### config.mk
export PLATFORM = sky130hd
export DESIGN_NAME = dma_burst_planner_flat
export DESIGN_NICKNAME = d
export VERILOG_FILES = /design/src/rtl/dma_burst_planner_if.sv /design/src/rtl/dma_burst_planner.sv /design/src/flat_wrapper.sv
export SDC_FILE = /design/constraint.sdc
export NUM_CORES = 1
export LEC_CHECK = 0
export CAP_MARGIN = 20
export CORE_AREA = 2 2 119 86
export DETAILED_ROUTE_END_ITERATION = 12
export DIE_AREA = 0 0 121 88
export PLACE_DENSITY_LB_ADDON = 0.2
export SYNTH_ARGS = -nofsm -noshare
export SYNTH_HDL_FRONTEND = slang
export SYNTH_SLANG_ARGS = --single-unit
### constraint.sdc
create_clock -name HCLK -period 7 [get_ports HCLK]
set_clock_uncertainty 0.15 [all_clocks]
set_input_delay 0.7 -clock HCLK [delete_from_list [all_inputs] [get_ports HCLK]]
set_output_delay 0.7 -clock HCLK [all_outputs]
set_load 0.1 [all_outputs]
### src/rtl/dma_burst_planner_if.sv
// Burst command channel between dma_burst_planner (master) and the AHB-Lite master (slave).
// The slave side reports completion or error of each issued burst.
interface dma_burst_planner_if;
   logic        o_cmd_valid;
   logic        i_cmd_ready;
   logic [31:0] o_cmd_addr;
   logic [2:0]  o_cmd_hburst;
   logic [4:0]  o_cmd_beats;
   logic        i_burst_done;
   logic        i_burst_err;

   modport master (
      output o_cmd_valid, o_cmd_addr, o_cmd_hburst, o_cmd_beats,
      input  i_cmd_ready, i_burst_done, i_burst_err
   );

   modport slave (
      input  o_cmd_valid, o_cmd_addr, o_cmd_hburst, o_cmd_beats,
      output i_cmd_ready, i_burst_done, i_burst_err
   );
endinterface

### src/rtl/dma_burst_planner.sv
// Splits a DMA job into AHB INCR16/INCR8/INCR4/SINGLE bursts that stay inside 1 KB pages
// and fit the write FIFO's free space; issues them one at a time and pulses Master_Done.
module dma_burst_planner #(
   parameter int unsigned FIFO_DEPTH = 32,
   parameter int unsigned MAX_BEATS  = 16
) (
   input  logic                       HCLK,
   input  logic                       HRESETn,
   input  logic                       NewCommandOn,
   input  logic [15:0]                i_RCC_DMA_ADDR_HIGH,
   input  logic [15:0]                i_RCC_DMA_ADDR_LOW,
   input  logic [5:0]                 i_RCC_BUFFER_LENGTH,
   input  logic [5:0]                 i_FIFO_data_count,
   dma_burst_planner_if.master        cmd,
   output logic                       o_busy,
   output logic                       Master_Done,
   output logic                       o_error
);

   typedef enum logic [2:0] {StIdle, StPlan, StIssue, StWait, StFinish} state_e;

   state_e      state_q, state_d;
   logic [31:0] addr_q, addr_d;
   logic [5:0]  rem_q, rem_d;
   logic        err_q, err_d;
   logic [31:0] cmd_addr_q, cmd_addr_d;
   logic [2:0]  hburst_q, hburst_d;
   logic [4:0]  beats_q, beats_d;

   logic [8:0]  bnd_words;
   logic [31:0] fifo_free;
   logic [31:0] limit;
   logic [4:0]  plan_beats;
   logic [2:0]  plan_hburst;

   // Largest legal burst: min of MAX_BEATS, remaining words, words to the 1 KB page
   // end and FIFO free space, rounded down to 16/8/4/1. Zero means stall.
   always_comb begin
      bnd_words   = 9'd256 - {1'b0, addr_q[9:2]};
      fifo_free   = (32'(i_FIFO_data_count) >= FIFO_DEPTH) ? 32'd0
                                                            : FIFO_DEPTH - 32'(i_FIFO_data_count);
      limit       = MAX_BEATS;
      if (32'(rem_q) < limit)     limit = 32'(rem_q);
      if (32'(bnd_words) < limit) limit = 32'(bnd_words);
      if (fifo_free < limit)      limit = fifo_free;
      plan_beats  = 5'd0;
      plan_hburst = 3'b000;
      if (limit >= 32'd16) begin
         plan_beats  = 5'd16;
         plan_hburst = 3'b111;
      end else if (limit >= 32'd8) begin
         plan_beats  = 5'd8;
         plan_hburst = 3'b101;
      end else if (limit >= 32'd4) begin
         plan_beats  = 5'd4;
         plan_hburst = 3'b011;
      end else if (limit >= 32'd1) begin
         plan_beats  = 5'd1;
         plan_hburst = 3'b000;
      end
   end

   always_comb begin
      state_d    = state_q;
      addr_d     = addr_q;
      rem_d      = rem_q;
      err_d      = err_q;
      cmd_addr_d = cmd_addr_q;
      hburst_d   = hburst_q;
      beats_d    = beats_q;
      unique case (state_q)
         StIdle: begin
            if (NewCommandOn) begin
               addr_d  = {i_RCC_DMA_ADDR_HIGH, i_RCC_DMA_ADDR_LOW[15:2], 2'b00};
               rem_d   = i_RCC_BUFFER_LENGTH;
               err_d   = (i_RCC_DMA_ADDR_LOW[1:0] != 2'b00);
               state_d = StPlan;
            end
         end
         StPlan: begin
            if (rem_q == 6'd0) begin
               state_d = StFinish;
            end else if (plan_beats != 5'd0) begin
               cmd_addr_d = addr_q;
               hburst_d   = plan_hburst;
               beats_d    = plan_beats;
               state_d    = StIssue;
            end
         end
         StIssue: begin
            if (cmd.i_cmd_ready) begin
               addr_d  = addr_q + {25'd0, beats_q, 2'b00};
               rem_d   = rem_q - {1'b0, beats_q};
               state_d = StWait;
            end
         end
         StWait: begin
            // Error takes priority over a coincident done; the rest of the job is dropped.
            if (cmd.i_burst_err) begin
               err_d   = 1'b1;
               state_d = StFinish;
            end else if (cmd.i_burst_done) begin
               state_d = (rem_q != 6'd0) ? StPlan : StFinish;
            end
         end
         StFinish: begin
            state_d = StIdle;
         end
         default: begin
            state_d = StIdle;
         end
      endcase
   end

   always_ff @(posedge HCLK or negedge HRESETn) begin
      if (!HRESETn) begin
         state_q    <= StIdle;
         addr_q     <= 32'd0;
         rem_q      <= 6'd0;
         err_q      <= 1'b0;
         cmd_addr_q <= 32'd0;
         hburst_q   <= 3'b000;
         beats_q    <= 5'd0;
      end else begin
         state_q    <= state_d;
         addr_q     <= addr_d;
         rem_q      <= rem_d;
         err_q      <= err_d;
         cmd_addr_q <= cmd_addr_d;
         hburst_q   <= hburst_d;
         beats_q    <= beats_d;
      end
   end

   assign cmd.o_cmd_valid  = (state_q == StIssue);
   assign cmd.o_cmd_addr   = cmd_addr_q;
   assign cmd.o_cmd_hburst = hburst_q;
   assign cmd.o_cmd_beats  = beats_q;
   assign o_busy           = (state_q != StIdle);
   assign Master_Done      = (state_q == StFinish);
   assign o_error          = err_q;

endmodule

### src/flat_wrapper.sv
// flat-port wrapper written by rule: the top's interface ports become plain ports
module dma_burst_planner_flat 
#(
   parameter int unsigned FIFO_DEPTH = 32,
   parameter int unsigned MAX_BEATS  = 16
)
  (HCLK, HRESETn, NewCommandOn, i_RCC_DMA_ADDR_HIGH, i_RCC_DMA_ADDR_LOW, i_RCC_BUFFER_LENGTH, i_FIFO_data_count, o_busy, Master_Done, o_error, cmd_o_cmd_valid, cmd_o_cmd_addr, cmd_o_cmd_hburst, cmd_o_cmd_beats, cmd_i_cmd_ready, cmd_i_burst_done, cmd_i_burst_err);
  dma_burst_planner_if cmd_i ();
  input  logic HCLK;
  input  logic HRESETn;
  input  logic NewCommandOn;
  input  logic [15:0] i_RCC_DMA_ADDR_HIGH;
  input  logic [15:0] i_RCC_DMA_ADDR_LOW;
  input  logic [5:0] i_RCC_BUFFER_LENGTH;
  input  logic [5:0] i_FIFO_data_count;
  output logic o_busy;
  output logic Master_Done;
  output logic o_error;
  output wire logic [$bits(cmd_i.o_cmd_valid)-1:0] cmd_o_cmd_valid;
  output wire logic [$bits(cmd_i.o_cmd_addr)-1:0] cmd_o_cmd_addr;
  output wire logic [$bits(cmd_i.o_cmd_hburst)-1:0] cmd_o_cmd_hburst;
  output wire logic [$bits(cmd_i.o_cmd_beats)-1:0] cmd_o_cmd_beats;
  input wire logic [$bits(cmd_i.i_cmd_ready)-1:0] cmd_i_cmd_ready;
  input wire logic [$bits(cmd_i.i_burst_done)-1:0] cmd_i_burst_done;
  input wire logic [$bits(cmd_i.i_burst_err)-1:0] cmd_i_burst_err;
  assign cmd_o_cmd_valid = cmd_i.o_cmd_valid;
  assign cmd_o_cmd_addr = cmd_i.o_cmd_addr;
  assign cmd_o_cmd_hburst = cmd_i.o_cmd_hburst;
  assign cmd_o_cmd_beats = cmd_i.o_cmd_beats;
  assign cmd_i.i_cmd_ready = cmd_i_cmd_ready;
  assign cmd_i.i_burst_done = cmd_i_burst_done;
  assign cmd_i.i_burst_err = cmd_i_burst_err;
  dma_burst_planner #(.FIFO_DEPTH(FIFO_DEPTH), .MAX_BEATS(MAX_BEATS)) u_core (.HCLK(HCLK), .HRESETn(HRESETn), .NewCommandOn(NewCommandOn), .i_RCC_DMA_ADDR_HIGH(i_RCC_DMA_ADDR_HIGH), .i_RCC_DMA_ADDR_LOW(i_RCC_DMA_ADDR_LOW), .i_RCC_BUFFER_LENGTH(i_RCC_BUFFER_LENGTH), .i_FIFO_data_count(i_FIFO_data_count), .cmd(cmd_i), .o_busy(o_busy), .Master_Done(Master_Done), .o_error(o_error));
endmodule
* Word level (Yosys, flattened, before mapping) *
Index checks and enable logic that the tools add are counted.

word-level totals
  bits in registers = 82
  input bits = 50
  word-level logic and storage cells = 69

cells by class
  add/sub/neg operators = 4
  $lt $le $gt $ge = 8
  equal/unequal tests = 9
  multiplexer cells = 28
  bitwise logic cells = 1
  reduce and logical (&&, ||, !) cells = 12

operator list
  cell                                                                                   count
  32-bit 2-to-1 mux                                                                      5
  32-bit one-hot mux with 2 select lines                                                 1
  32-bit by 7-bit adder with 32-bit output                                               1
  32-bit by 1-bit greater-or-equal comparator with 1-bit output (second input constant)  1
  32-bit by 3-bit greater-or-equal comparator with 1-bit output (second input constant)  1
  32-bit by 4-bit greater-or-equal comparator with 1-bit output (second input constant)  1
  32-bit by 5-bit greater-or-equal comparator with 1-bit output (second input constant)  1
  32-bit < comparator                                                                    1
  3-bit 2-to-1 mux                                                                       9
  6-bit 2-to-1 mux                                                                       3
  5-bit 2-to-1 mux                                                                       3
  3-bit one-hot mux with 4 select lines                                                  1
  6-bit one-hot mux with 2 select lines                                                  1
  9-bit by 6-bit < comparator with 1-bit output                                          1
  3-bit AND reduction                                                                    3
  9-bit by 8-bit subtractor with 9-bit output (first input constant)                     1
  6-bit by 6-bit subtractor with 7-bit output (first input constant)                     1
  3-bit by 2-bit equality test with 1-bit output (second input constant)                 2
  6-bit greater-or-equal comparator (second input constant)                              1
  6-bit zero test                                                                        1
  6-bit by 5-bit < comparator with 1-bit output (second input constant)                  1
  2-bit nonzero test                                                                     3
  6-bit nonzero test                                                                     1
  6-bit by 5-bit subtractor with 6-bit output                                            1
  other kinds (14)                                                                       17

* Depth between registers and ports, before layout *
Gate-level depths: netlist of run 1.

  depth after elaboration = 15
  gate-level depth with buffers = 23
  mapped depth without buffers = 19

* Worst setup path before layout of run 1 *
Ideal clock, no wire load.

  kind = flip-flop to flip-flop
  from = reg u_core.addr_q[2]
  to = reg u_core.cmd_addr_q[12], in the netlist u_core.cmd.o_cmd_addr[12]
  library setup time = 125 ps
  data arrival time = 4950 ps
  setup slack = 1774 ps
  cell stages (with the launch flop) = 23
  buffers on the path = 4
  cell sequence = dfrtp_1 > clkbuf_1 > inv_1 > ha_1 > or3b_1 > buf_2 > xor2_1 > ha_1 > nand2_1 > a21oi_1 > a221o_1 > nor2_1 > nand2_1 > ha_1 > and3_1 > a221o_1 > nor3_1 > nand4_1 > a311oi_2 > a211o_1 > buf_6 > buf_6 > mux2_4

between the ends
  longest elaborated chain between the ends = 12
  elaborated cells between the ends (all ways) = 15
  classes of those cells = 1 x add/sub; 6 x order compare; 6 x mux; 2 x reduce/logical

RTL lines
  item                                                           RTL line                  source
  start, declared                                                dma_burst_planner.sv:23   logic [31:0] addr_q, addr_d;
  start signal, assigned                                         dma_burst_planner.sv:126  addr_q <= addr_d;
  9-bit by 8-bit subtractor with 9-bit output (*)                dma_burst_planner.sv:39   bnd_words = 9'd256 - {1'b0, addr_q[9:2]};
  9-bit by 6-bit < comparator with 1-bit output                  dma_burst_planner.sv:44   if (32'(bnd_words) < limit) limit = 32'(bnd_words);
  32-bit 2-to-1 mux (*)                                          dma_burst_planner.sv:44
  32-bit < comparator                                            dma_burst_planner.sv:45   if (fifo_free < limit) limit = fifo_free;
  32-bit 2-to-1 mux (*)                                          dma_burst_planner.sv:45
  32-bit by 1-bit greater-or-equal comparator with 1-bit output  dma_burst_planner.sv:57   end else if (limit >= 32'd1) begin
  1-bit 2-to-1 mux                                               dma_burst_planner.sv:57
  5-bit 2-to-1 mux                                               dma_burst_planner.sv:54   end else if (limit >= 32'd4) begin
  5-bit 2-to-1 mux                                               dma_burst_planner.sv:51   end else if (limit >= 32'd8) begin
  5-bit 2-to-1 mux (*)                                           dma_burst_planner.sv:48   if (limit >= 32'd16) begin
  5-bit nonzero test (*)                                         dma_burst_planner.sv:83   end else if (plan_beats != 5'd0) begin
  3-bit AND reduction (no line) (*)                              -
  end signal, assigned                                           dma_burst_planner.sv:129  cmd_addr_q <= cmd_addr_d;
  end, declared                                                  dma_burst_planner.sv:26   logic [31:0] cmd_addr_q, cmd_addr_d;

Every way passes the cells marked *; elsewhere a longest branch is shown, timed or not.
A chain may end at the register's enable or synchronous reset.

* Worst setup path after layout of run 1 *
  from = reg u_core.addr_q[2]
  to = reg u_core.cmd_addr_q[9], in the netlist u_core.cmd.o_cmd_addr[9]

The elaborated chain is that of the path after synthesis.

==> results of run 1 <==
[placed cells by master, fill, tap and decap left out, drive strengths merged, types with 10 or more instances in the layout]
cell / synthesis / routed
xnor2: 11 / 11
inv: 23 / 23
nor2: 28 / 28
dfrtp: 77 / 77
a21oi: 54 / 54
nand3: 19 / 19
ha: 23 / 23
clkdlybuf4s50: 0 / 89
and2: 10 / 10
nor3: 12 / 12
mux2: 34 / 34
clkbuf: 25 / 12
o22ai: 21 / 21
o21ai: 34 / 34
nand2: 34 / 34
[worst register-to-register path, stage by stage (launching register included)]
cell      delay (ns)
dfrtp_1         0.48
inv_1           0.10
ha_1            0.17
or3b_1          0.43
xor2_1          0.26
ha_1            0.29
nand2_1         0.10
a21oi_1         0.06
a221o_1         0.46
nor2_1          0.48
o21ai_0         0.24
inv_1           0.10
ha_1            0.24
a2111o_1        0.37
nor3_1          0.25
nand4_1         0.23
a311oi_2        0.39
a211o_2         0.45
buf_4           0.34
mux2_2          0.37
[cell type report]
class | count | area share (%)
multi-input combinational | 391 | 44.6
timing repair buffer | 96 | 15.3
clock buffer | 12 | 4.00
tap | 128 | 2.60
clock inverter | 4 | 0.772
inverter | 23 | 1.40
sequential | 77 | 31.3
[sequential cells by signal (all words and copies together) (netlist names)]
name,flops
u_core.state_q,3
u_core.cmd.o_cmd_beats,4
u_core.o_error,1
u_core.cmd.o_cmd_addr,30
u_core.cmd.o_cmd_hburst,3
u_core.rem_q,6
u_core.addr_q,30
[synth_stat cells (4+ instances only)]
master,instances
a211oi_1,7
a21o_1,6
a21oi_1,54
a31oi_1,4
and2_1,10
and3_1,8
buf_6,4
clkbuf_1,25
dfrtp_1,77
ha_1,23
inv_1,23
mux2_2,6
mux2_4,28
mux2i_1,5
nand2_1,34
nand3_1,19
nand4_1,4
nor2_1,28
nor3_1,12
nor3b_1,5
nor4_1,4
o21a_1,5
o21ai_0,34
o22ai_1,21
o31ai_1,6
xnor2_1,11
[metal layers]
metal | global-route usage [%] | vias to the layer above | routed length, um
li1 | - | 2070 | -
met1 | 38.7 | 2079 | 6390
met2 | 35.9 | 194 | 5630
met3 | 5.27 | 19 | 888
met4 | 6.87 | 0 | 172
met5 | 0 | - | 0
[worst min path at each step]
stage                                     startpoint                    endpoint
final                     u_core.cmd.o_cmd_hburst[0]  u_core.cmd.o_cmd_hburst[0]
after global routing      u_core.cmd.o_cmd_hburst[0]  u_core.cmd.o_cmd_hburst[0]
after CTS                 u_core.cmd.o_cmd_hburst[0]  u_core.cmd.o_cmd_hburst[0]
after detailed placement  u_core.cmd.o_cmd_hburst[0]  u_core.cmd.o_cmd_hburst[0]
after global placement     u_core.cmd.o_cmd_addr[10]   u_core.cmd.o_cmd_addr[10]
after floorplan                              HRESETn           u_core.addr_q[10]
[stage by stage]
| step | worst slack [ns] | area (um2) | instances |
|---|---|---|---|
| after floorplan | 1.77 | 4930 | 525 |
| after global placement | 1.15 | 5870 | 715 |
| after detailed placement | 1.00 | 5870 | 715 |
| after CTS | 0.985 | 6160 | 731 |
| after global routing | 0.538 | 6160 | 731 |
| final | 0.937 | 6160 | 731 |
[cell families after synthesis]
kind of cell / after synthesis
AOI/OAI and AO/OA: 168
and+or+nand+nor: 142
DFF: 77
buffers and inverters: 57
muxes: 39
adders and majority gates: 23
xor gates and xnor gates: 13
other: 2
==> reports/results.ini, run 1 <==
[final_layout]
syn2layout_area_growth_pct=25.3
num_antenna_cells=0
nets=671
ff_latch_area_um2=1930
multi_input_area_um2=2750
final_core_util_pct=64.9
layout-drive-gt1-share_pct=10.1
fill_cells=749

[worst_setup_path]
critical_path_arrival_ns=6.13
crit_end=u_core.cmd.o_cmd_addr[9]
cp.depth=19
cp_data_required_time_ns=7.07
r2r_cells=19
critPathTopFamily=compound AO/OA/AOI/OAI gates
crit_buf_inv=3
critPathMaxStageDelay_ns=0.48
reg2reg_slack_ns=0.94
crit_path_cell_trace=inv_1 -> ha_1 -> or3b_1 -> xor2_1 -> ha_1 -> nand2_1 -> a21oi_1 -> a221o_1 -> nor2_1 -> o21ai_0 -> inv_1 -> ha_1 -> a2111o_1 -> nor3_1 -> nand4_1 -> a311oi_2 -> a211o_2 -> buf_4 -> mux2_2
crit_start=u_core.addr_q[2]
rr_startpoint=u_core.addr_q[2]
crit_path_end_kind=register
cp_common_cell=ha_1
path_class=reg2reg
r2r-end=u_core.cmd.o_cmd_addr[9]
path_max_fanout=13
cp-start-kind=register
slowest_stage=dfrtp_1

[clock_tree]
cts.sinks=77
cts.repair.resized=0
htree_levels=3
clk_pin_slew_ns=0.06
cts_buffer_depth=2
root_buffer=clkbuf_16
post_cts_buffers=0
hold_buffers=0
tritoncts=yes
insertion_delay_ns=0.33
cts-buffers-inserted=9

[sta]
setup_viol=0
max_freq_mhz=165
worst_hold_slack_ns=0.343
finalMaxSlewViolations=0
timing.setup.tns_ns=0
slew_headroom_pct=33.3
rsz0062_at_grt=no
hold_violations=0
fin_crit_sh_pct=86.6
worst_slew_pin_slew_ns=1.00
final.min_clock_period_ns=6.06

[synthesis]
synth_top_area_cell=dfrtp_1
synth_compound_area_share_pct=21.7
netlist_area_um2=4920
synth_seq_cells=77
synth-simple-area-share_pct=14.7
synth.area.top_cells=dfrtp_1 39%, mux2_4 8.5%, ha_1 5.9%, a21oi_1 5.5%, o21ai_0 3.5%
synth.area.mux_share_pct=10.9
synth.distinct_cells=57
synth_top_family_by_area=compound AO/OA/AOI/OAI gates
avgSynthCellArea_um2=9.44
yosys_warnings=0
async_reset_ff_share_pct=100
synth_top_area_share_pct=39.2
synth-xor-area-share_pct=2.32
synth_edf_count=0
yosysSeqAreaShare_pct=39.2
ys.flop_type=dfrtp_1
synthAdderAreaFrac_pct=5.85
synth_cells=521

[die]
start_util_pct=51.8
ios=94
num_rows=30
die_x_um=121
coreArea_um2=9500
dieArea_um2=10600
fp.dieH_um=88

[grt]
grt_overflow_total=0
first_global_vias=4109
grt.total_usage_pct=25.2
antenna_found_initial=0
grt_start_max_net_pins=78
grt_pass1_wl_um=21100

[drt]
finalWirelength_um=13100
drc=0
drt_iter0_drc=309
vias=4362
postRouteAntennaNets=0
vias_per_cell=5.97
drt_first_pass_iters=5
routedWlPerCell_um=17.9

[hold_path]
worstHoldPathType=reg2reg
min_path_cells=1

[placement]
dpl.hpwl_um=9290
routabilityCongestion=0.870
io_buffer_count=90

[status]
status=completed

[run]
maxCapViolCount=0

Power of run 1 is not shown: default switching activity piles up to over one toggle a cycle in this logic, so the estimate is an artifact.
==> inputs of run 2 (changes only) <==
Settings changed: CTS_CLUSTER_SIZE set to 40, REMOVE_ABC_BUFFERS set to 1.
==> run 2 against run 1 <==
Net effect:
- non-clock buffer count unchanged
- hold slack worse by 0.0021 ns
- routed wire length up 2.7%
- core utilization up 0.30 points
- cell count down 0.27%
- critical path depth unchanged
- global-route usage up 0.86 points
- fmax down 0.71%
- critical path type unchanged
- critical endpoint is now u_core.cmd.o_cmd_addr[25]
- cell area up 0.47%
- sequential cell count unchanged
==> reports/results.ini, run 2 (synthesized netlist as in run 1, its figures left out) <==
[final_layout]
syn2layout_area_growth_pct=25.9
layout-drive-gt1-share_pct=10.1
layout_commonest_cell=clkdlybuf4s50_1
nets=671
final_cell_mix=89 x clkdlybuf4s50_1, 77 x dfrtp_1, 54 x a21oi_1
fill_cells=779
num_antenna_cells=0

[worst_setup_path]
slowest_stage=dfrtp_1
crit_path_end_kind=register
critPathMaxStageDelay_ns=0.48
crit_path_cell_trace=inv_1 -> ha_1 -> or3b_1 -> xor2_1 -> ha_1 -> nand2_1 -> a21oi_1 -> a221o_1 -> nor2_1 -> nand2_1 -> ha_1 -> and3_1 -> a221o_1 -> nor3_1 -> nand4_1 -> a311oi_2 -> a211o_2 -> buf_4 -> mux2_4
path_max_fanout=15
cp_common_cell=ha_1
critical_path_arrival_ns=6.17
cp_data_required_time_ns=7.07
cp-start-kind=register
path_class=reg2reg

[die]
start_util_pct=51.8
coreArea_um2=9500
dieArea_um2=10600
die_x_um=121
num_rows=30
fp.dieH_um=88
ios=94

[clock_tree]
post_cts_buffers=0
clk_pin_slew_ns=0.06
cts-buffers-inserted=9
cts.sinks=77
tritoncts=yes
hold_buffers=0
cts.repair.resized=0
insertion_delay_ns=0.33
htree_levels=3
cts_buffer_depth=2
root_buffer=clkbuf_16

[status]
status=completed

[drt]
vias=4429
drc=0
drt_iter0_drc=519
postRouteAntennaNets=0
finalWirelength_um=13400
vias_per_cell=6.08
drt_first_pass_iters=5
routedWlPerCell_um=18.4

[grt]
grt_overflow_total=0
antenna_found_initial=0
grt.total_usage_pct=26.1
first_global_vias=4383
grt_pass1_wl_um=21800
grt_start_max_net_pins=78

[sta]
final.min_clock_period_ns=6.11
max_freq_mhz=164
fin_crit_sh_pct=87.2
setup_viol=0
hold_violations=0
finalMaxSlewViolations=0
rsz0062_at_grt=no
slew_headroom_pct=34.3
timing.setup.tns_ns=0
worst_slew_pin_slew_ns=0.983

[placement]
routabilityCongestion=0.893
dpl.hpwl_um=9730
io_buffer_count=90

[run]
maxCapViolCount=0

[hold_path]
worstHoldPathType=reg2reg

run 2: metal layers:
layer / track usage [%] / up-vias / share of wire, %
met5: 0 / - / 0
met4: 6.87 / 0 / 1.2
met3: 6.97 / 21 / 9.0
met2: 39.6 / 201 / 43
met1: 37.2 / 2127 / 47
li1: - / 2080 / -
run 2: layout make-up:
class / count / area [um2] / share of cell area [%]
clock buffers: 9 / 225 / 3.64
clock inverters: 5 / 77.6 / 1.25
inverters: 23 / 86.3 / 1.40
multi-input cells: 391 / 2750 / 44.4
flip-flops and latches: 77 / 1930 / 31.1
well taps: 128 / 160 / 2.59
repair buffers: 96 / 963 / 15.6
run 2: final timing paths:
check                                           start                          to  slack, ns  depth (start not counted)
setup / recovery                     u_core.addr_q[2]   u_core.cmd.o_cmd_addr[25]       0.89                         19
hold / removal             u_core.cmd.o_cmd_hburst[0]  u_core.cmd.o_cmd_hburst[0]       0.34                          1
setup reg to reg                     u_core.addr_q[2]   u_core.cmd.o_cmd_addr[25]       0.89                         19
hold reg to reg            u_core.cmd.o_cmd_hburst[0]  u_core.cmd.o_cmd_hburst[0]       0.34                          1
max in group asynchronous                     HRESETn   u_core.cmd.o_cmd_addr[22]       5.69                          1
min in group asynchronous                     HRESETn    u_core.cmd.o_cmd_addr[9]       0.37                          1
run 2: metrics by stage:
stage	std cells	setup slack (ns)	utilization [%]	hold slack, ns	instance area, um2
global placement	714	1.16	61.7	0.339	5860
CTS	728	0.942	64.9	0.348	6160
floorplan	491	1.12	-	0.254	4760
global route	729	0.569	65.2	0.366	6190
finish	729	0.893	65.2	0.341	6190
detailed placement	714	0.953	61.7	0.330	5860
run 2: worst max-delay path, delay by kind of cell, from the launching register on:
family | cells | cell delay [ns]
AO/OA/AOI/OAI | 5 | 1.71
XOR/XNOR | 1 | 0.26
adder cells (fa/ha/maj) | 3 | 0.75
buffers and inverters | 2 | 0.43
flip-flops | 1 | 0.48
multiplexers | 1 | 0.33
AND/OR/NAND/NOR | 7 | 1.85
Power of run 2 is left out for the same reason.
